==> config.mk <==
export PLATFORM = sky130hd
export DESIGN_NAME = tx0_frame_scheduler
export DESIGN_NICKNAME = d
export VERILOG_FILES = /design/src/rtl/tx0_frame_scheduler.sv
export SDC_FILE = /design/constraint.sdc
export NUM_CORES = 1
export LEC_CHECK = 0
export ABC_AREA = 0
export CORE_MARGIN = 2
export CORE_UTILIZATION = 53
export DETAILED_ROUTE_END_ITERATION = 6
export PLACE_DENSITY = 0.83
export RECOVER_POWER = 100
export SLEW_MARGIN = 20
export SYNTH_ARGS = -nofsm -noshare
export SYNTH_HDL_FRONTEND = slang
export SYNTH_SLANG_ARGS = --single-unit
==> constraint.sdc <==
create_clock -name clk -period 2.7 [get_ports clk]
set_clock_uncertainty 0.2 [all_clocks]
set_input_delay 0.405 -clock clk [delete_from_list [all_inputs] [get_ports clk]]
set_output_delay 0.405 -clock clk [all_outputs]
set_load 0.01 [all_outputs]
==> src/rtl/tx0_frame_scheduler.sv <==
// Shares the tx0 frame generator between paced test traffic and ARP requests (ARP first).
// Optional frame/ARP start counters are built when TX0_SCHED_STATS_EN is defined.
module tx0_frame_scheduler #(
    parameter logic [15:0] MIN_LEN = 16'd60,
    parameter logic [15:0] MAX_LEN = 16'd1518,
    parameter logic [15:0] ARP_LEN = 16'd60,
    parameter logic [19:0] TIMEOUT = 20'hFFFFF
) (
    input  logic        clk,
    input  logic        rst,
    input  logic        tx_enable,
    input  logic        arp_req,
    input  logic [15:0] frame_len,
    input  logic [31:0] inter_frame_gap,
    output logic        gen_start,
    output logic        gen_sel,
    output logic [15:0] gen_len,
    input  logic        gen_done,
    output logic        arp_pending,
    output logic        busy,
    output logic        timeout_err
`ifdef TX0_SCHED_STATS_EN
    ,
    output logic [31:0] frame_cnt,
    output logic [31:0] arp_cnt
`endif
);

    typedef enum logic [1:0] {
        IDLE  = 2'd0,
        START = 2'd1,
        BUSY  = 2'd2,
        GAP   = 2'd3
    } state_t;

    state_t      state_q, state_d;
    logic        arp_req_q;
    logic        arp_pending_q, arp_pending_d;
    logic        gen_start_q, gen_start_d;
    logic        gen_sel_q, gen_sel_d;
    logic [15:0] gen_len_q, gen_len_d;
    logic        busy_q, busy_d;
    logic        timeout_err_q, timeout_err_d;
    logic [19:0] wd_cnt_q, wd_cnt_d;
    logic [31:0] gap_cnt_q, gap_cnt_d;
    logic [15:0] clamped_len;
    logic        arp_edge;

    assign arp_edge = arp_req & ~arp_req_q;

    always_comb begin
        clamped_len = frame_len;
        if (frame_len < MIN_LEN)
            clamped_len = MIN_LEN;
        else if (frame_len > MAX_LEN)
            clamped_len = MAX_LEN;
    end

    always_comb begin
        state_d       = state_q;
        arp_pending_d = arp_pending_q;
        gen_sel_d     = gen_sel_q;
        gen_len_d     = gen_len_q;
        timeout_err_d = timeout_err_q;
        wd_cnt_d      = wd_cnt_q;
        gap_cnt_d     = gap_cnt_q;

        case (state_q)
            IDLE: begin
                if (arp_pending_q || tx_enable) begin
                    state_d   = START;
                    gen_sel_d = arp_pending_q;
                    gen_len_d = arp_pending_q ? ARP_LEN : clamped_len;
                    if (arp_pending_q)
                        arp_pending_d = 1'b0;
                end
            end
            START: begin
                wd_cnt_d = '0;
                state_d  = BUSY;
            end
            BUSY: begin
                // A completion coinciding with watchdog expiry is a normal completion.
                if (gen_done) begin
                    gap_cnt_d = inter_frame_gap;
                    state_d   = (inter_frame_gap == 32'd0) ? IDLE : GAP;
                end else if (wd_cnt_q == TIMEOUT) begin
                    timeout_err_d = 1'b1;
                    state_d       = IDLE;
                end else begin
                    wd_cnt_d = wd_cnt_q + 20'd1;
                end
            end
            GAP: begin
                gap_cnt_d = gap_cnt_q - 32'd1;
                if (gap_cnt_q == 32'd1)
                    state_d = IDLE;
            end
            default: state_d = IDLE;
        endcase

        // A new request edge beats the clear issued on the same cycle.
        if (arp_edge)
            arp_pending_d = 1'b1;

        gen_start_d = (state_d == START);
        busy_d      = (state_d != IDLE);
    end

    always_ff @(posedge clk) begin
        if (rst) begin
            state_q       <= IDLE;
            arp_req_q     <= 1'b0;
            arp_pending_q <= 1'b0;
            gen_start_q   <= 1'b0;
            gen_sel_q     <= 1'b0;
            gen_len_q     <= 16'd0;
            busy_q        <= 1'b0;
            timeout_err_q <= 1'b0;
            wd_cnt_q      <= 20'd0;
            gap_cnt_q     <= 32'd0;
        end else begin
            state_q       <= state_d;
            arp_req_q     <= arp_req;
            arp_pending_q <= arp_pending_d;
            gen_start_q   <= gen_start_d;
            gen_sel_q     <= gen_sel_d;
            gen_len_q     <= gen_len_d;
            busy_q        <= busy_d;
            timeout_err_q <= timeout_err_d;
            wd_cnt_q      <= wd_cnt_d;
            gap_cnt_q     <= gap_cnt_d;
        end
    end

    assign gen_start   = gen_start_q;
    assign gen_sel     = gen_sel_q;
    assign gen_len     = gen_len_q;
    assign arp_pending = arp_pending_q;
    assign busy        = busy_q;
    assign timeout_err = timeout_err_q;

`ifdef TX0_SCHED_STATS_EN
    logic [31:0] frame_cnt_q, frame_cnt_d;
    logic [31:0] arp_cnt_q, arp_cnt_d;

    // Counted on the same edge that raises gen_start, so they move together.
    always_comb begin
        frame_cnt_d = frame_cnt_q;
        arp_cnt_d   = arp_cnt_q;
        if (state_d == START) begin
            if (gen_sel_d)
                arp_cnt_d = arp_cnt_q + 32'd1;
            else
                frame_cnt_d = frame_cnt_q + 32'd1;
        end
    end

    always_ff @(posedge clk) begin
        if (rst) begin
            frame_cnt_q <= 32'd0;
            arp_cnt_q   <= 32'd0;
        end else begin
            frame_cnt_q <= frame_cnt_d;
            arp_cnt_q   <= arp_cnt_d;
        end
    end

    assign frame_cnt = frame_cnt_q;
    assign arp_cnt   = arp_cnt_q;
`endif

endmodule
### Word-level counts from Yosys, hierarchy flattened

Index checks and enable logic that the tools add are counted.

| storage, ports and cells | value |
|---|---|
| output and inout port bits | 21 |
| logic and storage cells | 56 |
| register bits after elaboration | 76 |
| bits of input ports | 53 |

| cells by class | value |
|---|---|
| equal/unequal tests | 9 |
| bitwise logic cells | 3 |
| magnitude comparators | 2 |
| $add $sub $neg | 2 |
| reduce and logical (&&, ||, !) cells | 13 |
| mux-type cells | 17 |

Operators by type and width:

| operator | count |
|---|---|
| case mux 32 bit (2 select lines) | 1 |
| two-way mux 16 bit | 3 |
| two-way mux 20 bit | 2 |
| case mux 20 bit (2 select lines) | 1 |
| equality test 32 x 1 -> 1 bit, second input constant | 1 |
| logical NOT 32 bit | 1 |
| two-way mux 32 bit | 1 |
| subtractor 32 x 1 -> 32 bit, second input constant | 1 |
| adder 20 x 1 -> 20 bit, second input constant | 1 |
| equality test 20 bit, second input constant | 1 |
| > comparator 16 x 11 -> 1 bit, second input constant | 1 |
| < comparator 16 x 6 -> 1 bit, second input constant | 1 |
| two-way mux 2 bit | 5 |
| nonzero test 2 bit | 5 |
| case mux 2 bit (4 select lines) | 1 |
| inequality test 2 bit, second input constant | 3 |
| AND reduction 2 bit | 3 |
| AND reduction 3 bit | 2 |
| equality test 2 x 1 -> 1 bit, second input constant | 2 |
| equality test 2 bit, second input constant | 2 |
| two-way mux 1 bit | 3 |
| logical NOT 2 bit | 1 |
| NOT 1 bit | 2 |
| AND 1 bit | 1 |
| logical OR 1 bit | 1 |

### Longest topological paths before layout

Gate-level depths: netlist of the first run.

| depth | value |
|---|---|
| depth in word-level cells | 5 |
| mapped depth | 8 |
| depth with buffers taken out | 7 |

### Worst setup path before layout of the first run

Ideal clock, no wire load.

| timing path | value |
|---|---|
| path kind | register to register |
| from | register gap_cnt_q[18] |
| to | register gap_cnt_q[30] |
| arrival | 2,007 ps |
| setup time | 132 ps |
| stages on the path, launching flop included | 8 |
| path buffers | 2 |
| data required time | 2,368 ps |
| clock period less this slack | 2,340 ps |
| slack | 360 ps |
| path through | dfxtp_1 > or4_1 > or4_1 > buf_6 > buf_6 > nor4_4 > mux2i_1 > a21oi_1 |

| between the ends | value |
|---|---|
| word-level cells in the longest chain between the ends | 2 |

Ends and longest elaborated chain:

| what | RTL line | text |
|---|---|---|
| start, declared | 45 | `logic [31:0] gap_cnt_q, gap_cnt_d;` |
| start signal, assigned | 132 | `gap_cnt_q <= gap_cnt_d;` |
| subtractor 32 x 1 -> 32 bit | 95 | `gap_cnt_d = gap_cnt_q - 32'd1;` |
| case mux 32 bit (2 select lines) | 68 | `case (state_q)` |

No other way between the ends.
A chain may end at the register's enable or synchronous reset.

### Worst setup path after layout of the first run

| timing path | value |
|---|---|
| from | register gap_cnt_q[21] |
| to | register gen_start_q, in the netlist gen_start |

| between the ends | value |
|---|---|
| word-level cells in the longest chain between the ends | 4 |

Ends and longest elaborated chain:

| what | RTL line | text |
|---|---|---|
| equality test 32 x 1 -> 1 bit | 96 | `if (gap_cnt_q == 32'd1)` |
| two-way mux 2 bit | 96 |  |
| case mux 2 bit (4 select lines) | 68 |  |
| equality test 2 x 1 -> 1 bit | 106 | `gen_start_d = (state_d == START);` |
| end signal, assigned | 126 | `gen_start_q <= gen_start_d;` |
| end, declared | 39 | `logic gen_start_q, gen_start_d;` |

No other way between the ends.

==> impl_results.md, run 1 <==
* Number of H-tree levels at 3
* Ant diodes at 0
* Total Wirelength at 11700 um
* Sequential fraction of the synthesis area at between 30% and 40%
* Area fraction of the dominant cell type after synthesis at between 30% and 40%
* Synth Area per Inst at 8.33 um^2
* Post-CTS setup-driven buffer insertion count at 0
* Clock transition at the register clock pins on the worst setup and hold paths after CTS at 0.09 ns
* Synth top area cells: sky130_fd_sc_hd__dfxtp_1, sky130_fd_sc_hd__a21oi_1, sky130_fd_sc_hd__nand2_1
* Starting density of the core at 54.4%
* All-Layer GR Usage at 27.9%
* Avg WL per Cell at 17.2 um
* Achievable clock frequency at 0.394 GHz
* Most used flip-flop cell after synthesis: sky130_fd_sc_hd__dfxtp_1
* Worst hold path depth at 2
* Worst-case headroom to the max-slew limit at 32.7%
* Portion of the clock cycle consumed by the worst path in the final layout at between 90 and 100%
* Critical Path, Cell by Cell: or3_1 -> or4_1 -> o41ai_2 -> nor4bb_1
* DRC marker count from the first detailed-route iteration at 335
* Synthesized Nets at about 560
* Final critical path time including I/O delays and setup at 2.54 ns
* Insertion delay of the later-clocked pin in the worst-skew pair at 0.36 ns
* Crit-path slowest cell: sky130_fd_sc_hd__or4_1
* Fraction of final layout cells with drive strength greater than 1 at 10.0%
* Number of pins exceeding their max-slew limit in the final report at 0
* Area leader, netlist: sky130_fd_sc_hd__dfxtp_1
* Hold Crit Start: gen_len[10]
* Count of max-cap constraint violations at 0
* Die height at 92.6 um
* Count of state elements after synthesis at 76
* Placer congestion estimate at 0.930
* Total leakage power at 1.80 nW
* Category of the worst setup path capture point: register
* RSZ-0062 raised after global routing: false
* CTS tree: yes
* Number of standard cells after synthesis at 499
* DP Wirelength at 8330 um
* Number of hold violations in the final report at 0
* Hold EP: gen_len[10]
* Number of antenna violations at the first check in global routing at 0
* Die span in x at ~90 um
* Vias after detailed routing at 4331
* Final setup vio count at 0
* Via count of the first global-routing pass at 4046
* Routed Antenna Nets at 0
* Status: complete, no violations
* Vias per Instance at 6.36
* Most frequently used cell type in the post-synthesis netlist: sky130_fd_sc_hd__dfxtp_1
* Total die area at between 0.008 and 0.009 mm^2
* Wire length of the first global-routing pass at approximately 20000 um
* TNS Setup at 0 ns
* Cell area after synthesis at a little over 0.004 mm^2
* Number of ports placed on the die boundary at 74
* Kind of launch point of the worst setup path: register
* Core Box Area at 0.00765 mm^2
* Count of hold buffers inserted by post-cts repair at 0
* Proportion of synthesized flip-flops having asynchronous set or reset at 0%
* Source of the worst register-to-register timing path: gap_cnt_q[21]
* Number of gates resized after CTS at 0
* Number of enable-type register cells in the synthesized netlist at 0
* Clock tree root driver cell: sky130_fd_sc_hd__clkbuf_8
* Pwr dens at 658 mW/mm^2
* Pin count of the biggest net entering global routing at 46
* Row Count at 32
* CP bufs+invs at 0
* Gr ovfl total at 0
* Largest fanout on the critical path at 6
* Remaining design rule violation count at 0
* # clock sinks at 76
* Worst Reg-to-Reg Cells at 4
* Non-filler cells in the finished layout at around 680
* Min-Delay Path Class: register to register
* Post-synth top cells: sky130_fd_sc_hd__dfxtp_1, sky130_fd_sc_hd__nand2_1, sky130_fd_sc_hd__a21oi_1
* Arrival time at the worst endpoint at 2.60 ns
* Port Buf Inserts at 73
* Clock tree buffer depth at 2
* Dominant delay contributor by cell family on the critical path: simple AND/OR/NAND/NOR gates
* Distinct cell type count of the synthesized netlist at 63
* Num CTS Buffers at 9
* Number of iterations in the first detailed-routing pass at 5
* Area added between synthesis and finish at 24.9%
* Hold slack final at 0.268 ns
* Data required time of the critical path at 2.76 ns
* Post-layout util at around two thirds
* Endpoint of the lowest-slack register-to-register path: gen_start
* Path type of the worst setup path: register to register
* Worst R2R Setup Slack at 0.16 ns
* Worst supply voltage drop on vdd at 414 uV
* Placed Instances at approximately 670
* Delay contributed by the slowest stage of the critical path at 0.69 ns
* Count of yosys warnings during synthesis at 0
* # nets final at 630
* Power Total at 3.42 mW
* Worst-margin pin slew at 1.01 ns
## tightest hold or removal path, stage by stage (launching register included)
cell	delay, ns
sky130_fd_sc_hd__dfxtp_1	0.32
sky130_fd_sc_hd__nand2_1	0.06
sky130_fd_sc_hd__a21oi_1	0.05
## cells by family (layout without fill, tap and decap cells)
kind of cell	Yosys count	count (layout)	share of synthesized area [%]
AOI/OAI and AO/OA	160	160	26.8
xor gates and xnor gates	16	16	3.37
adders and majority gates	3	3	0.903
buffers and inverters	40	120	4.18
DFF	76	76	36.6
muxes	5	5	1.20
and+or+nand+nor	199	199	27.0
## worst max path at each step
stage	startpoint	end	slack (ns)	cells after the start
finish	gap_cnt_q[21]	gen_start	0.16	4
global route	gap_cnt_q[3]	gap_cnt_q[24]	0.03	7
CTS	gap_cnt_q[21]	gap_cnt_q[31]	0.21	5
detailed placement	inter_frame_gap[25]	gen_start	0.15	7
global placement	inter_frame_gap[0]	gen_start	0.18	8
floorplan	gap_cnt_q[18]	gap_cnt_q[30]	0.36	7
## routing by layer
layer | part of all wire (%) | GRT usage [%] | up-vias
met5 | 0 | 0 | -
met4 | 2.3 | 10.4 | 0
met3 | 7.5 | 5.45 | 26
met2 | 47 | 45.3 | 179
met1 | 43 | 36.7 | 2059
li1 | - | - | 2067
## report_power, final
group / internal [mW] / switching (mW)
logic: 0.498 / 0.684
registers: 1.21 / 0.105
clock network: 0.441 / 0.479
total: 2.15 / 1.27
## placed cells by master (no fill, tap or decap), drive strengths merged, types with 12 or more instances in the layout
master / netlist / final
o21ai: 33 / 33
clkbuf: 29 / 16
nand3: 13 / 13
xnor2: 14 / 14
nor3: 17 / 17
nand4: 12 / 12
nor2: 36 / 36
nand2: 44 / 44
a21oi: 42 / 42
buf: 4 / 17
dlygate4sd3: 0 / 23
dfxtp: 76 / 76
nor4: 20 / 20
a211oi: 16 / 16
clkdlybuf4s50: 0 / 50
## cell type report
class                   instances  area [um^2]
flip-flops and latches         76         1520
multi-input cells             383         2420
fillers                       634         2450
clock buffers                   9          124
repair buffers                 97          888
inverters                       7         26.3
clock inverters                 7         82.6
well taps                     102          128
## metrics by stage
step | cell area, um^2 | worst slack [ns]
6_report | 5190 | 0.163
5_1_grt | 5190 | 0.0271
2_1_floorplan | 4160 | 0.360
3_5_place_dp | 5050 | 0.146
3_3_place_gp | 5050 | 0.182
4_1_cts | 5260 | 0.211
## registers in the layout, summed over array words and instances (netlist names), 2 cells and up
| name | count |
|---|---|
| gap_cnt_q | 32 |
| state_q | 2 |
| wd_cnt_q | 20 |
| gen_len | 16 |
Note: power is estimated with default switching activity, not from simulation.
==> run 2: changes to the inputs <==
--- a/config.mk
+++ b/config.mk
@@ -5,11 +5,12 @@
 export SDC_FILE = /design/constraint.sdc
 export NUM_CORES = 1
 export LEC_CHECK = 0
-export ABC_AREA = 0
 export CORE_MARGIN = 2
-export CORE_UTILIZATION = 53
+export CORE_UTILIZATION = 60
 export DETAILED_ROUTE_END_ITERATION = 6
-export PLACE_DENSITY = 0.83
+export DONT_BUFFER_PORTS = 1
+export HOLD_SLACK_MARGIN = 0.1
+export PLACE_DENSITY = 0.79
 export RECOVER_POWER = 100
 export SLEW_MARGIN = 20
 export SYNTH_ARGS = -nofsm -noshare
==> impl_results.md, run 2 (same netlist as run 1, synthesis figures left out) <==
* Vias per Instance at 6.88
* Worst-margin pin slew at roughly 1.4 ns
* Cell area reported after detailed placement at 0.00423 mm^2
* Via count of the first global-routing pass at 3852
* Total Wirelength at 11300 um
* Number of antenna violations at the first check in global routing at 0
* Final critical path time including I/O delays and setup at 2.51 ns
* DP Wirelength at 7620 um
* Worst-case headroom to the max-slew limit at under 10%
* Final setup vio count at 0
* Routing layer with the top usage in global route: met2
* Starting density of the core at 61.5%
* Routed Antenna Nets at 0
* Path type of the worst setup path: register to register
* Endpoint of the lowest-slack register-to-register path: gen_start
* Insertion delay of the later-clocked pin in the worst-skew pair at 0.36 ns
* DRC marker count from the first detailed-route iteration at between 400 and 500
* Status: complete, no violations
* Delay contributed by the slowest stage of the critical path at 0.53 ns
* Avg WL per Cell at 18.7 um
* Placer congestion estimate at roughly 0.9
* Category of the worst setup path capture point: register
* Row Count at 30
* Number of flip-flops under the largest register name at 32
* Clock tree root driver cell: sky130_fd_sc_hd__clkbuf_8
* Pwr dens at 711 mW/mm^2
* Placed Instances at 562
* Number of ports placed on the die boundary at 74
* Hold Crit Start: inter_frame_gap[1]
* Ant diodes at 0
* Met2 Use GR at 46.1%
* Commonest cells after routing, fill and taps aside: sky130_fd_sc_hd__dfxtp_1, sky130_fd_sc_hd__nand2_1, sky130_fd_sc_hd__a21oi_1
* GRT met3 Usage at around 6.4%
* Sequential cell area at 0.00152 mm^2
* CTS tree: yes
* # nets final at 575
* Crit-path slowest cell: sky130_fd_sc_hd__or4_1
* Commonest non-fill, non-tap cell in the layout: sky130_fd_sc_hd__dfxtp_1
* Vias after detailed routing at between 4k and 5k
* Data required time of the critical path at 2.76 ns
* Gr ovfl total at 0
* RSZ-0062 raised after global routing: false
* Die height at 87.2 um
* Fin area at 0.00466 mm^2
* Worst R2R Setup Slack at 0.19 ns
* Wire length of the first global-routing pass at 18500 um
* Worst supply voltage drop on vdd at 440 uV
* Num CTS Buffers at 9
* Die span in x at just under 90 um
* FILL cells at 575
* Critical Path, Cell by Cell: or4_1 -> or4_1 -> buf_2 -> o41ai_2 -> nor4bb_1
* Biggest register: gap_cnt_q
* Number of hold violations in the final report at 0
* Remaining design rule violation count at 0
* Number of iterations in the first detailed-routing pass at 5
* Worst hold path depth at 2
* Min-Delay Path Class: primary input to register
* Number of pins exceeding their max-slew limit in the final report at 0
* Achievable clock frequency at 0.399 GHz
* Worst Reg-to-Reg Cells at 5
* Setup ws final at 0.191 ns
* Hold EP: gap_cnt_q[1]
* Portion of the clock cycle consumed by the worst path in the final layout at 92.9%
* Clock transition at the register clock pins on the worst setup and hold paths after CTS at roughly 0.09 ns
* # clock sinks at 76
* Footprint of the multi-input gates at between 0.002 and 0.0025 mm^2
* Source of the worst register-to-register timing path: gap_cnt_q[15]
* Fraction of final layout cells with drive strength greater than 1 at 10.7%
* Kind of launch point of the worst setup path: register
* Largest fanout on the critical path at 15
* Clock tree buffer depth at 2
* Area added between synthesis and finish at 12.2%
* Port Buf Inserts at 0
* TNS Setup at 0 ns
* Total die area at 0.00761 mm^2
* All-Layer GR Usage at 30.2%
* Pre-CTS worst setup slack at 0.177 ns
* Cell mode on critical path: sky130_fd_sc_hd__or4_1
* Non-filler cells in the finished layout at a little over 600
* Pin count of the biggest net entering global routing at 46
* Total leakage power at 1.55 nW
* Number of H-tree levels at 3
* Count of max-cap constraint violations at 0
* Arrival time at the worst endpoint at 2.57 ns
* Core Box Area at 0.00676 mm^2
* Global routing usage on met1 at about two fifths
## run 2: report_power, final
| group | switching, mW | total, mW | internal [mW] |
|---|---|---|---|
| Sequential | 0.116 | 1.33 | 1.21 |
| Combinational | 0.647 | 1.07 | 0.420 |
| Clock | 0.478 | 0.919 | 0.441 |
| Total | 1.24 | 3.31 | 2.07 |
## run 2: how the worst max path moves through the flow
stage | from | cells after the start | slack (ns) | end
3_5_place_dp | gap_cnt_q[21] | 4 | 0.18 | gen_start
5_1_grt | state_q[0] | 7 | 0.06 | gap_cnt_q[21]
3_3_place_gp | gap_cnt_q[21] | 4 | 0.32 | gen_start
6_report | gap_cnt_q[15] | 5 | 0.19 | gen_start
4_1_cts | gap_cnt_q[21] | 4 | 0.17 | gen_start
2_1_floorplan | gap_cnt_q[18] | 7 | 0.36 | gap_cnt_q[30]
## run 2: metrics by stage
| stage | hold WS (ns) | utilization, % | total power, mW |
|---|---|---|---|
| global route | 0.112 | 69.0 | 3.48 |
| floorplan | 0.229 | - | 2.20 |
| finish | 0.112 | 69.0 | 3.31 |
| CTS | 0.103 | 69.7 | 3.35 |
| global placement | 0.240 | 62.6 | 2.37 |
| detailed placement | 0.250 | 62.6 | 2.40 |
## run 2: timing repair
action / in CTS / in global routing
gates resized for setup: 0 / 0
buffers inserted: 0 / 0
endpoints found under the hold margin: 52 / 0
hold buffers: 26 / 0
## run 2: final cells by class
class                   count  share of cell area [%]
clock buffers               9                    2.66
clock inverters             7                    1.77
inverters                   7                   0.563
multi-input cells         383                    52.2
flip-flops and latches     76                    32.6
well taps                  80                    2.15
repair buffers             42                    8.02
## run 2: metal layers
metal,vias to the layer above,wire [um]
met5,-,0
met4,0,245
met3,24,1030
met2,228,5200
met1,1948,4830
li1,1958,-
## run 2: critical path: cells and delay by family, from the launching register on
family	cells	cell delay [ns]
AOI/OAI and AO/OA	1	0.40
buffers and inverters	1	0.24
DFF	1	0.36
and+or+nand+nor	3	1.21
==> run 3: changes to the inputs <==
--- a/config.mk
+++ b/config.mk
@@ -12,6 +12,7 @@
 export HOLD_SLACK_MARGIN = 0.1
 export PLACE_DENSITY = 0.79
 export RECOVER_POWER = 100
+export SETUP_SLACK_MARGIN = 0.1
 export SLEW_MARGIN = 20
 export SYNTH_ARGS = -nofsm -noshare
 export SYNTH_HDL_FRONTEND = slang
==> results of run 3 <==
The final DEF is identical to that of run 2; final timing and power are the same.
